--- src/rtl/std_arith_pkg.sv ---
// Shared definitions for the sequential arithmetic primitives (multiplier, divider, ...).
package std_arith_pkg;

  // Control states shared by the iterative shift-add / shift-subtract engines.
  typedef enum logic [1:0] {
    StIdle,
    StRun,
    StDone
  } arith_state_e;

endpackage

--- src/rtl/std_mult_seq.sv ---
// Sequential unsigned multiplier: radix-2 shift-add, one multiplier bit per cycle, LSB first.
// Fixed latency of `width` cycles from the start edge to the done pulse.
module std_mult_seq #(
  parameter int unsigned width = 32
) (
  input  logic             clk,
  input  logic             reset,
  input  logic             go,
  input  logic [width-1:0] left,
  input  logic [width-1:0] right,
  output logic [width-1:0] out,
  output logic [width-1:0] out_hi,
  output logic             done
);

  import std_arith_pkg::*;

  // Counter must hold the value `width` itself, hence the extra bit.
  localparam int unsigned CntW = $clog2(width) + 1;
  localparam int unsigned AccW = 2 * width;

  arith_state_e    state_q;
  logic [CntW-1:0] cnt_q;
  logic [AccW-1:0] acc_q;
  logic [AccW-1:0] acc_d;
  logic [AccW-1:0] mcand_q;   // multiplicand, pre-shifted by the iteration index
  logic [width-1:0] mplier_q; // remaining multiplier bits, current bit at [0]

  // Next accumulator value: conditionally add the shifted multiplicand.
  always_comb begin
    acc_d = acc_q;
    if (mplier_q[0]) begin
      acc_d = acc_q + mcand_q;
    end
  end

  // Control FSM and datapath registers, with registered result and done.
  always_ff @(posedge clk or negedge reset) begin
    if (!reset) begin
      state_q  <= StIdle;
      cnt_q    <= '0;
      acc_q    <= '0;
      mcand_q  <= '0;
      mplier_q <= '0;
      out      <= '0;
      out_hi   <= '0;
      done     <= 1'b0;
    end else begin
      unique case (state_q)
        StIdle: begin
          if (go) begin
            mcand_q  <= {{width{1'b0}}, left};
            mplier_q <= right;
            acc_q    <= '0;
            cnt_q    <= CntW'(width);
            state_q  <= StRun;
          end
        end
        StRun: begin
          if (!go) begin
            // Abort: results and done are left untouched.
            state_q <= StIdle;
          end else begin
            acc_q    <= acc_d;
            mcand_q  <= mcand_q << 1;
            mplier_q <= mplier_q >> 1;
            cnt_q    <= cnt_q - CntW'(1);
            if (cnt_q == CntW'(1)) begin
              out     <= acc_d[width-1:0];
              out_hi  <= acc_d[AccW-1:width];
              done    <= 1'b1;
              state_q <= StDone;
            end
          end
        end
        StDone: begin
          done    <= 1'b0;
          state_q <= StIdle;
        end
        default: begin
          state_q <= StIdle;
        end
      endcase
    end
  end

endmodule

--- config.mk ---
export PLATFORM = sky130hd
export DESIGN_NAME = std_mult_seq
export DESIGN_NICKNAME = d
export VERILOG_FILES = /design/src/rtl/std_arith_pkg.sv /design/src/rtl/std_mult_seq.sv
export SDC_FILE = /design/constraint.sdc
export NUM_CORES = 1
export LEC_CHECK = 0
export BUFFER_PORTS_ARGS = -buffer_cell sky130_fd_sc_hd__buf_2
export CAP_MARGIN = 20
export CORE_MARGIN = 3
export CORE_UTILIZATION = 31
export CTS_BUF_LIST = sky130_fd_sc_hd__clkbuf_8
export DETAILED_ROUTE_END_ITERATION = 6
export PLACE_DENSITY = 0.55
export SKIP_CTS_REPAIR_TIMING = 1
export SYNTH_ARGS = -nofsm -noshare
export SYNTH_HDL_FRONTEND = slang
export SYNTH_SLANG_ARGS = --single-unit
--- constraint.sdc ---
create_clock -name clk -period 5.6 [get_ports clk]
set_input_delay 0.56 -clock clk [delete_from_list [all_inputs] [get_ports clk]]
set_output_delay 0.56 -clock clk [all_outputs]
set_load 0.05 [all_outputs]
==> results.cfg <==
[status]
status = finished, final reports clean

[cts]
cts_buffers = 43
clk_path_buf_depth = 3
h-tree-depth = 2
cts_tree = built
clk_pin_slew_ps = 60
clk_latency_ps = 610
cts_root_buf = clkbuf_8
cts_num_sinks = 233

[worst_setup_path]
start_kind = register
r2r-start = mcand_q[6]$_DFFE_PN0P_
end_kind = register
required_ps = 6130
r2r_cells = 11
r2r_end = acc_q[61]$_DFFE_PN0P_
crit_fanout = 6
arrival_ps = 4470
critical_path_class = register to register
reg2reg_slack_ps = 1670

[drt]
vias = 12079
wl_per_cell_um = 18.17
drc = 0
drtIter0Drc = 773
ant_nets = 0
vias_per_cell = 5.234
drt-pass1-iter-count = 5
wl_um = 41940

[synthesis]
yosys_warnings = 0
ys_ff_latch = 233
synth_nets = 1734
synth.area.top_cells = dfrtp_1 41%, mux2i_1 8.0%, nand2_1 6.3%
synth-simple-area-share_pct = 16.76
synth_xor_area_share_pct = 3.361
ys_seq_area_share_pct = 41.44
synth_compound_area_share_pct = 20.06
avgSynthCellArea_um2 = 8.788
syn_inst = 1601
yosysTopAreaCell = dfrtp_1
synth_cell_types = 68
synth_edf_count = 0
synthMuxAreaShare_pct = 8.439
synth_top_family_by_area = compound AO/OA/AOI/OAI gates
synthArstFlopShare_pct = 100.0
syn-cell-area_mm2 = 0.01407
synth_top_area_share_pct = 41.44
ys.flop_type = dfrtp_1
synthAdderAreaFrac_pct = 5.923

[grt]
grt_max_degree = 175
grt_overflow = 0
grt_pass1_vias = 11900
grt_antenna_before_repair = 0
grtUsageTotal_pct = 17.49
grt_pass1_wl_um = 67050

[final_layout]
drive_gt1_share_pct = 14.22
fin_cells = 2308
multiInputGateArea_mm2 = 0.007692
nFillCells = 4589
n_antenna_cell = 0
final_common_cell = nand2_1
layout.nets = 1818
layout_common_cells = 236 x nand2_1, 231 x dfrtp_1, 151 x a21oi_1, 130 x buf_2, 118 x nor2_1
syn_to_final_growth_pct = 15.03
seqCellArea_mm2 = 0.005838

[run]
cap_viol_max_count = 0

[worst_hold_path]
min_path_type = input port to register
worstHoldStart = left[0]
hold_end = mcand_q[0]$_DFFE_PN0P_
min_path_cells = 3

[placement]
gp_congestion = 0.9269
io_buffers = 131
dpl.hpwl_um = 28540
dp_worst_setup_slack_ps = 1667
place_inst = 2231

[timing]
setup_viol = 0
tns_ps = 0
hold_viol = 0
fmax_mhz = 254.3
fin_crit_sh_pct = 70.23
worst_slew_pin_slew_ps = 961.4
setup_ws_ps = 1667
maxSlewHeadroom_pct = 35.36
period_needed_ps = 3933
rsz0062_at_grt = false
fin_hold_ws_ps = 212.0
fin_skew_ps = 32.36
final-max-slew-violation-count = 0

[pwr]
irDropWorstVdd_v = 0.0002044
power_w = 0.006782
powerDensity_mw_per_mm2 = 419.0
power_leakage_nw = 8.128

[die]
die_w_um = 219.0
core_area_mm2 = 0.04451
num_io_pins = 132
fp.dieH_um = 219.0
start_util_pct = 31.61
std_cell_rows = 77
design.die.area_mm2 = 0.04798
how the worst max path moves through the flow:
stage,start,to,slack [ps],cells past startpoint
after floorplan,acc_q[1]$_DFFE_PN0P_,out_hi[31]$_DFFE_PN0P_,2310,11
after global placement,acc_q[0]$_DFFE_PN0P_,out_hi[30]$_DFFE_PN0P_,1770,13
after detailed placement,acc_q[0]$_DFFE_PN0P_,out_hi[30]$_DFFE_PN0P_,1670,13
after CTS,acc_q[0]$_DFFE_PN0P_,out_hi[30]$_DFFE_PN0P_,1630,13
after global routing,acc_q[0]$_DFFE_PN0P_,out_hi[30]$_DFFE_PN0P_,1410,13
final,mcand_q[6]$_DFFE_PN0P_,acc_q[61]$_DFFE_PN0P_,1670,11
worst max-delay path, stage by stage (launching register included):
cell and delay [ps]:
dfrtp_1 410, ha_1 400, o21ai_0 120, a21oi_1 270, a221oi_4 120, o31a_1 380
a2111oi_0 830, a41o_1 390, a31o_2 250, a41oi_1 210, or3_1 400, nand3_1 80
cell type report:
class | instances | area share (%)
well taps | 592 | 4.577
clock buffers | 57 | 4.847
clock inverters | 19 | 0.8813
flip-flops and latches | 233 | 36.07
inverters | 38 | 0.8813
multi-input cells | 1218 | 47.53
repair buffers | 151 | 5.211
where the power goes:
group / total (W) / switching [W] / internal (W)
logic: 0.00279 / 0.00181 / 0.000975
registers: 0.00221 / 0.000239 / 0.00197
clock network: 0.00178 / 0.000780 / 0.00100
total: 0.00678 / 0.00283 / 0.00395
state kept, by name (all words and copies together) (netlist names):
name      count
state_q       2
acc_q        64
mcand_q      64
done          1
out          32
mplier_q     32
cnt_q         6
out_hi       32
routing by layer:
layer	GRT usage [%]	share of wire, %	vias to the layer above
li1	-	-	5885
met1	24.58	48	5823
met2	27.30	45	309
met3	3.046	4.8	62
met4	5.725	2.5	0
met5	0	0	-
cell usage after synthesis (5+ instances only):
cell and n:
nand2_1 238, xnor2_1 31, o31ai_1 6, and4_1 6, nand3_1 53, a22oi_1 10
mux2i_1 113, nor2_1 118, and3_1 25, a21o_1 45, nand4_1 24, o21ai_0 115
o21a_1 8, a31oi_1 13, ha_1 65, clkbuf_1 101, dfrtp_1 233, inv_1 37
xor2_1 23, nand2b_1 6, o211ai_1 7, nor3_1 16, mux2_2 5, a22o_1 16
buf_1 10, or3_1 10, o21bai_1 11, o22ai_1 16, a21oi_1 151, nor2b_1 17
cell families after synthesis:
group	Yosys count
AND/OR/NAND/NOR	528
AO/OA/AOI/OAI	452
flip-flops	233
buffers and inverters	150
multiplexers	118
adder cells (fa/ha/maj)	66
XOR/XNOR	54
metrics by stage:
step	cell area (um2)	utilization (%)
finish	16180	36.36
global route	16180	36.36
CTS	16170	36.34
detailed placement	15250	34.26
global placement	15250	34.26
floorplan	14070	-
Note: power is estimated with default switching activity, not from simulation.
